<file path="src/rtl/quotient_normalizer_pkg.sv">
// Shared types and default widths for the divider quotient normalizer.
// The FSM state encoding is exported so the top module and any wrapper agree on it.
package qnorm_pkg;

  typedef enum logic [1:0] {
    IDLE  = 2'd0,
    SHIFT = 2'd1,
    HOLD  = 2'd2
  } qnorm_state_t;

  localparam int C_NUM_BITS_DEF = 24;
  localparam int C_EXP_BITS_DEF = 8;
  localparam int C_CNT_BITS_DEF = 5;

  // A nonzero mantissa needs at most this many left shifts to reach MSB=1.
  localparam int C_MAX_SHIFT = C_NUM_BITS_DEF - 1;

endpackage

</file>
<file path="src/rtl/quotient_normalizer.sv">
// Left-normalizes the raw divider quotient one bit per clock, adjusting the exponent,
// and presents the result to the round/pack stage over a valid/ready handshake.
//
// state | meaning
// IDLE  | ready for a new quotient (IR=1)
// SHIFT | shifting mantissa left until MSB=1 or exponent reaches 0
// HOLD  | result valid (OV=1), held stable until ORDY
module quotient_normalizer
  import qnorm_pkg::*;
#(
  parameter int C_NUM_BITS = C_NUM_BITS_DEF,
  parameter int C_EXP_BITS = C_EXP_BITS_DEF,
  parameter int C_CNT_BITS = C_CNT_BITS_DEF
) (
  input  logic                  CK,
  input  logic                  RN,
  input  logic                  IV,
  output logic                  IR,
  input  logic [C_NUM_BITS-1:0] QIN,
  input  logic [C_EXP_BITS-1:0] EIN,
  output logic                  OV,
  input  logic                  ORDY,
  output logic [C_NUM_BITS-1:0] M,
  output logic [C_EXP_BITS-1:0] EXP,
  output logic [C_CNT_BITS-1:0] SH,
  output logic                  ZF,
  output logic                  UF
);

  qnorm_state_t          r_state;
  logic [C_NUM_BITS-1:0] r_mant;
  logic [C_EXP_BITS-1:0] r_exp;
  logic [C_CNT_BITS-1:0] r_sh;
  logic                  r_zf;
  logic                  r_uf;
  logic                  r_ov;
  logic                  r_ir;

  logic w_msb;
  logic w_exp_zero;

  assign w_msb      = r_mant[C_NUM_BITS-1];
  assign w_exp_zero = (r_exp == '0);

  always_ff @(posedge CK) begin
    if (!RN) begin
      r_state <= IDLE;
      r_mant  <= '0;
      r_exp   <= '0;
      r_sh    <= '0;
      r_zf    <= 1'b0;
      r_uf    <= 1'b0;
      r_ov    <= 1'b0;
      r_ir    <= 1'b1;
    end else begin
      case (r_state)
        IDLE: begin
          if (IV) begin
            r_mant <= QIN;
            r_exp  <= EIN;
            r_sh   <= '0;
            r_zf   <= 1'b0;
            r_uf   <= 1'b0;
            r_ir   <= 1'b0;
            // Zero quotient skips normalization and reports a clean zero.
            if (QIN == '0) begin
              r_state <= HOLD;
              r_zf    <= 1'b1;
              r_exp   <= '0;
              r_ov    <= 1'b1;
            end else begin
              r_state <= SHIFT;
            end
          end
        end

        SHIFT: begin
          // MSB check has priority so a mantissa normalized exactly at exp==0 is not flagged.
          if (w_msb) begin
            r_state <= HOLD;
            r_ov    <= 1'b1;
          end else if (w_exp_zero) begin
            r_state <= HOLD;
            r_uf    <= 1'b1;
            r_ov    <= 1'b1;
          end else begin
            r_mant <= {r_mant[C_NUM_BITS-2:0], 1'b0};
            r_exp  <= r_exp - C_EXP_BITS'(1);
            r_sh   <= r_sh + C_CNT_BITS'(1);
          end
        end

        HOLD: begin
          if (ORDY) begin
            r_state <= IDLE;
            r_ov    <= 1'b0;
            r_ir    <= 1'b1;
          end
        end

        default: begin
          r_state <= IDLE;
          r_ov    <= 1'b0;
          r_ir    <= 1'b1;
        end
      endcase
    end
  end

  assign IR  = r_ir;
  assign OV  = r_ov;
  assign M   = r_mant;
  assign EXP = r_exp;
  assign SH  = r_sh;
  assign ZF  = r_zf;
  assign UF  = r_uf;

endmodule

</file>
<file path="config.mk">
export PLATFORM = sky130hd
export DESIGN_NAME = quotient_normalizer
export DESIGN_NICKNAME = d
export VERILOG_FILES = /design/src/rtl/quotient_normalizer_pkg.sv /design/src/rtl/quotient_normalizer.sv
export SDC_FILE = /design/constraint.sdc
export NUM_CORES = 1
export LEC_CHECK = 0
export ABC_AREA = 1
export CAP_MARGIN = 20
export CORE_AREA = 2 2 94 60
export DETAILED_ROUTE_END_ITERATION = 16
export DIE_AREA = 0 0 96 62
export GPL_TIMING_DRIVEN = 0
export PLACE_DENSITY = 0.84
export SLEW_MARGIN = 20
export SYNTH_ARGS = -nofsm -noshare
export SYNTH_HDL_FRONTEND = slang
export SYNTH_SLANG_ARGS = --single-unit
</file>
<file path="constraint.sdc">
create_clock -name CK -period 2.86 [get_ports CK]
set_clock_uncertainty 0.1 [all_clocks]
set_input_delay 0.858 -clock CK [delete_from_list [all_inputs] [get_ports CK]]
set_output_delay 0.858 -clock CK [all_outputs]
set_load 0.02 [all_outputs]
</file>
## Word-level counts from Yosys, hierarchy flattened

Cells that the tools add are included.

| storage, ports and cells | value |
|---|---|
| input bits | 36 |
| register bits | 43 |

| cells by class | value |
|---|---|
| reduce and logical (&&, ||, !) cells | 11 |
| equality and inequality tests | 9 |
| mux-type cells | 31 |
| $add $sub $neg | 2 |
| bitwise operators | 1 |

Operators with widths:

| cell | count |
|---|---|
| $mux 24 | 3 |
| $pmux 24 s2 | 1 |
| $mux 8 | 4 |
| $logic_not 24->1 | 1 |
| $pmux 8 s2 | 1 |
| $mux 5 | 3 |
| $ne 2x2->1 const B | 6 |
| $reduce_and 4->1 | 3 |
| $mux 2 | 5 |
| $pmux 5 s2 | 1 |
| $mux 1 | 9 |
| $logic_not 8->1 | 1 |
| $sub 8x1->8 const B | 1 |
| $pmux 1 s3 | 2 |
| $pmux 2 s3 | 1 |
| $reduce_and 3->1 | 2 |
| $add 5x1->5 const B | 1 |
| $reduce_and 2->1 | 2 |
| $ne 3x3->1 const B | 1 |
| $eq 2x1->1 const B | 1 |
| $eq 2x2->1 const B | 1 |
| $logic_not 2->1 | 1 |
| $pmux 1 s2 | 1 |
| $reduce_bool 2->1 | 1 |
| $not 1->1 | 1 |

## Logic depth before layout (Yosys ltp)

Gate-level depths: netlist of run 1.

| logic depth | value |
|---|---|
| word-level depth | 4 |
| gate-level depth with buffers | 11 |

## Worst setup path after synthesis of run 1

No wires, ideal clock.

| path | value |
|---|---|
| path kind | input to register |
| start point | input QIN[18] |
| end point | register r_ov (netlist: OV) |
| slack | 1.049 ns |
| library setup time | 0.114 ns |
| buffers on the path | 0 |
| cell stages on the path | 8 |
| data arrival time | 1.597 ns |
| path through | nor2_1 > nand2_1 > nor2_1 > nand3_1 > nand2_1 > nand2_1 > nand3_1 > nand2_1 |

| on the way | value |
|---|---|
| word-level cells in the longest chain between the ends | 3 |

RTL lines:

| what | RTL line | source |
|---|---|---|
| start, declared | quotient_normalizer.sv:19 | `input logic [C_NUM_BITS-1:0] QIN,` |
| $logic_not 24->1 | quotient_normalizer.sv:66 | `if (QIN == '0) begin` |
| $ne 2x2->1 (no line) | -- |  |
| $reduce_and 4->1 (no line) | -- |  |
| end signal, assigned | quotient_normalizer.sv:70 | `r_ov <= 1'b1;` |
| end signal, assigned | quotient_normalizer.sv:81 | `r_ov <= 1'b1;` |
| end signal, assigned | quotient_normalizer.sv:85 | `r_ov <= 1'b1;` |
| end, declared | quotient_normalizer.sv:36 | `logic r_ov;` |

Every way passes these cells.
A chain may end at the register's enable or synchronous reset.

## Worst setup path in the final report of run 1

| path | value |
|---|---|
| start point | input QIN[4] |
| end point | register r_state[0] |

| on the way | value |
|---|---|
| word-level cells in the longest chain between the ends | 4 |

RTL lines:

| what | RTL line | source |
|---|---|---|
| $logic_not 24->1 | quotient_normalizer.sv:66 |  |
| $mux 2 | quotient_normalizer.sv:66 |  |
| $mux 2 | quotient_normalizer.sv:58 | `if (IV) begin` |
| $pmux 2 s3 | quotient_normalizer.sv:56 | `case (r_state)` |
| end signal, assigned | quotient_normalizer.sv:67 | `r_state <= HOLD;` |
| end signal, assigned | quotient_normalizer.sv:72 | `r_state <= SHIFT;` |
| end signal, assigned | quotient_normalizer.sv:80 | `r_state <= HOLD;` |
| end, declared | quotient_normalizer.sv:30 | `qnorm_state_t r_state;` |

Every way passes these cells. The select of a mux whose other input is x is not followed.

==> impl_metrics.prom, run 1 <==
# TYPE chip_impl_metric gauge
chip_impl_info{name="run_status",value="finished clean"} 1
chip_impl_metric{name="global_route.overflow_total",unit=""} 0
chip_impl_metric{name="die-height",unit="um"} 62
chip_impl_metric{name="asyncSetResetFlopFracSynth",unit=""} 0
chip_impl_metric{name="gp_congestion",unit=""} 0.9036
chip_impl_info{name="synth_largest_area_cell",value="dfxtp_1"} 1
chip_impl_metric{name="grt_use_total",unit=""} 0.2489
chip_impl_info{name="cts_tree",value="yes"} 1
chip_impl_metric{name="seq_power_share",unit=""} 0.265
chip_impl_info{name="worst-setup-path-type",value="input pin to flip-flop"} 1
chip_impl_info{name="worstSetupEndpointType",value="flip-flop"} 1
chip_impl_metric{name="drt_pass1_iterations",unit=""} 6
chip_impl_metric{name="synth_nets",unit=""} 441
chip_impl_metric{name="placed_area",unit="um^2"} 3339
chip_impl_metric{name="post_route_cells_drive_above_1_share",unit=""} 0.06571
chip_impl_metric{name="drc_errors",unit=""} 0
chip_impl_metric{name="dp_hpwl",unit="um"} 5175
chip_impl_metric{name="floorplan.io_pins",unit=""} 77
chip_impl_metric{name="layout.cells.non_filler",unit=""} 556
chip_impl_metric{name="std_cell_rows",unit=""} 21
chip_impl_metric{name="cp.required",unit="ns"} 2.97
chip_impl_metric{name="grt_max_degree",unit=""} 15
chip_impl_metric{name="synth-seq-cells",unit=""} 43
chip_impl_metric{name="clk_path_buf_depth",unit=""} 2
chip_impl_metric{name="drt-total-wl",unit="um"} 7077
chip_impl_metric{name="p_int",unit="mW"} 2.211
chip_impl_metric{name="drt-initial-drc-count",unit=""} 186
chip_impl_metric{name="final_max_slew_viol_count",unit=""} 0
chip_impl_metric{name="port_buffers",unit=""} 76
chip_impl_metric{name="post_cts_setup_inserts",unit=""} 0
chip_impl_metric{name="dp.cells",unit=""} 548
chip_impl_metric{name="static-leakage-power",unit="nW"} 1.572
chip_impl_info{name="critical-path-top-cell-by-count",value="nand2_1"} 1
chip_impl_metric{name="detail_route.wl_per_cell",unit="um"} 12.73
chip_impl_metric{name="antennaDiodeCount",unit=""} 0
chip_impl_metric{name="fillerInstances",unit=""} 472
chip_impl_metric{name="clock_power_share",unit=""} 0.140
chip_impl_metric{name="fin_nets",unit=""} 524
chip_impl_metric{name="worst_margin_pin_slew",unit="ns"} 0.5440
chip_impl_metric{name="setup_viol",unit=""} 0
chip_impl_info{name="rsz0062_at_grt",value="no"} 1
chip_impl_metric{name="tritoncts.num_buffers",unit=""} 5
chip_impl_metric{name="timing.final.hold_violations",unit=""} 0
chip_impl_metric{name="detail-route-antenna-nets",unit=""} 0
chip_impl_info{name="slowest_stage_cell_cp",value="nand3_1"} 1
chip_impl_metric{name="cap_violations",unit=""} 0
chip_impl_metric{name="first_global_vias",unit=""} 2409
chip_impl_metric{name="powerDensity",unit="nW/um^2"} 1190
chip_impl_metric{name="fin_crit",unit="ns"} 2.490
chip_impl_metric{name="timing.critical_path.arrival",unit="ns"} 2.60
chip_impl_info{name="hold_path.class",value="flip-flop to flip-flop"} 1
chip_impl_info{name="ys_top_cells_by_area",value="dfxtp_1 35%, nor2_1 16%, inv_1 10%, nand2_1 8.0%, o21ai_1 5.2%"} 1
chip_impl_metric{name="clock_tree.htree_level_count",unit=""} 2
chip_impl_metric{name="tns",unit="ns"} 0
chip_impl_info{name="synth_commonest_cells",value="107 x nor2_1, 69 x inv_1, 53 x nand2_1"} 1
chip_impl_metric{name="slowest_delay",unit="ns"} 0.43
chip_impl_metric{name="synth_seq_area_share",unit=""} 0.3454
chip_impl_metric{name="clkSlewWorstSetupHoldPaths",unit="ns"} 0.09
chip_impl_metric{name="core_outline_area",unit="um^2"} 5229
chip_impl_metric{name="post-route-util",unit=""} 0.6648
chip_impl_info{name="most_used_flip_flop_cell_after_synthesis",value="dfxtp_1"} 1
chip_impl_metric{name="synth_cell_type_count",unit=""} 28
chip_impl_metric{name="dieArea",unit="um^2"} 5952
chip_impl_metric{name="p_comb_frac",unit=""} 0.595
chip_impl_metric{name="clock.fmax",unit="MHz"} 401.7
chip_impl_metric{name="synthesis.instances",unit=""} 403
chip_impl_metric{name="via_count",unit=""} 2749
chip_impl_metric{name="antenna_found_initial",unit=""} 0
chip_impl_metric{name="synth_top_area_frac",unit=""} 0.3454
chip_impl_metric{name="synth_to_layout_area_growth",unit="%"} 39.46
chip_impl_info{name="timing.critical_path.from_type",value="input pin"} 1
chip_impl_metric{name="synth_edf_count",unit=""} 0
chip_impl_metric{name="period_share",unit=""} 0.8705
chip_impl_metric{name="yosysWarnings",unit=""} 0
chip_impl_info{name="yosysMostFrequentCell",value="nor2_1"} 1
chip_impl_metric{name="first_pass_grt_wire_length",unit="um"} 11350
chip_impl_metric{name="clock_latency_on_the_worst_skew_pair",unit="ns"} 0.31
chip_impl_metric{name="synthesis.area",unit="um^2"} 2492
chip_impl_metric{name="critical_path.max_fanout",unit=""} 10
chip_impl_metric{name="clock_sink_count",unit=""} 43
chip_impl_metric{name="switching_pwr",unit="mW"} 1.927
chip_impl_metric{name="ctsResizeCount",unit=""} 0
chip_impl_metric{name="final_design_area_no_fill",unit="um^2"} 3476
chip_impl_metric{name="via_per_inst",unit=""} 4.944
chip_impl_metric{name="hold_buffers_post_cts",unit=""} 0
chip_impl_metric{name="die_width",unit="um"} 96
chip_impl_info{name="cp_cell_sequence",value="clkdlybuf4s50_1 > nor2_1 > nand2_1 > nor2_1 > nand3_1 > nand2_1 > nand2_1 > nand2_1 > nor2_1"} 1
chip_impl_metric{name="vdd.ir_drop.worst",unit="V"} 0.0005650
chip_impl_metric{name="switching_share",unit=""} 0.4657
chip_impl_metric{name="initial_utilization",unit=""} 0.4767
chip_impl_metric{name="post_synth.cell_area_avg",unit="um^2"} 6.185
chip_impl_info{name="cts.root.buffer_cell",value="clkbuf_8"} 1
chip_impl_metric{name="slew_headroom",unit=""} 0.6373
-- area by class of cell --
type                       instances  area, um^2  area share
sequential                        43       860.8      0.2477
buffer                            15       97.59     0.02808
timing repair buffer              76       760.7      0.2189
multi-input combinational        272        1257      0.3618
clock inverter                     3       67.56     0.01944
clock buffer                       5       68.82     0.01980
inverter                          73       276.5     0.07955
tap                               69       86.33     0.02484
-- path summary, 6_finish.rpt --
check | startpoint | to | slack, ns | depth (start not counted)
min reg2reg | OV | OV | 0.38 | 2
max reg2reg | EXP[0] | EXP[6] | 0.91 | 10
min | OV | OV | 0.38 | 2
max | QIN[4] | r_state[0] | 0.37 | 9
-- placed cells by master (no fill, tap or decap), drive strengths merged --
cell type	count
nor2	111
clkdlybuf4s50	76
inv	73
nand2	58
dfxtp	43
o21ai	34
nor3	21
nand3	19
a21oi	17
clkbuf	11
buf	9
xor2	3
nand4	3
o211ai	2
ha	2
bufinv	2
or2	1
a31oi	1
clkinvlp	1
-- flip-flops by register name, indices dropped and copies added (netlist names) --
signal and count:
ZF 1, IR 1, SH 5, M 24, EXP 8, UF 1, r_state 2, OV 1
-- power groups by stage --
stage,Sequential (mW),Combinational [mW],Clock (mW)
2_1_floorplan,1.35,1.33,0
3_3_place_gp,1.10,2.39,0
3_5_place_dp,1.10,2.44,0
4_1_cts,1.09,2.45,0.580
5_1_grt,1.13,2.73,0.605
6_report,1.10,2.46,0.578
-- stage by stage --
stage	power [mW]	hold slack [ns]	worst slack, ns
after floorplan	2.674	0.4359	1.049
after global placement	3.482	0.3539	0.1812
after detailed placement	3.541	0.3645	0.1722
after CTS	4.129	0.3776	0.4287
after global routing	4.463	0.3910	0.3447
final	4.137	0.3755	0.3704
-- layer usage --
metal	vias to the layer above	global-route usage	part of all wire
met4	0	0.07755	0.011
met3	10	0.05549	0.088
li1	1405	-	-
met1	1220	0.3464	0.48
met5	-	0	0
met2	114	0.3899	0.42
-- cell families (layout without fill, tap and decap cells) --
logic type                 count (synthesis)  in the layout  synth area share
and+or+nand+nor                          213            213            0.3715
AOI/OAI and AO/OA                         54             54            0.1124
DFF                                       43             43            0.3454
adders and majority gates                  2              2           0.01004
buffers and inverters                     88            172            0.1501
xor gates and xnor gates                   3              3           0.01054
-- worst max-delay path, delay by kind of cell --
family	cells	cell delay (ns)
buf+inv	1	0.41
simple gates	8	1.32
Power figures use the tool's default switching activity.
==> run 2, diff against run 1 <==
SLEW_MARGIN = 25   (was 20)
==> results of run 2 <==
Same layout as run 1: the final DEF is identical, and so are final timing and power.
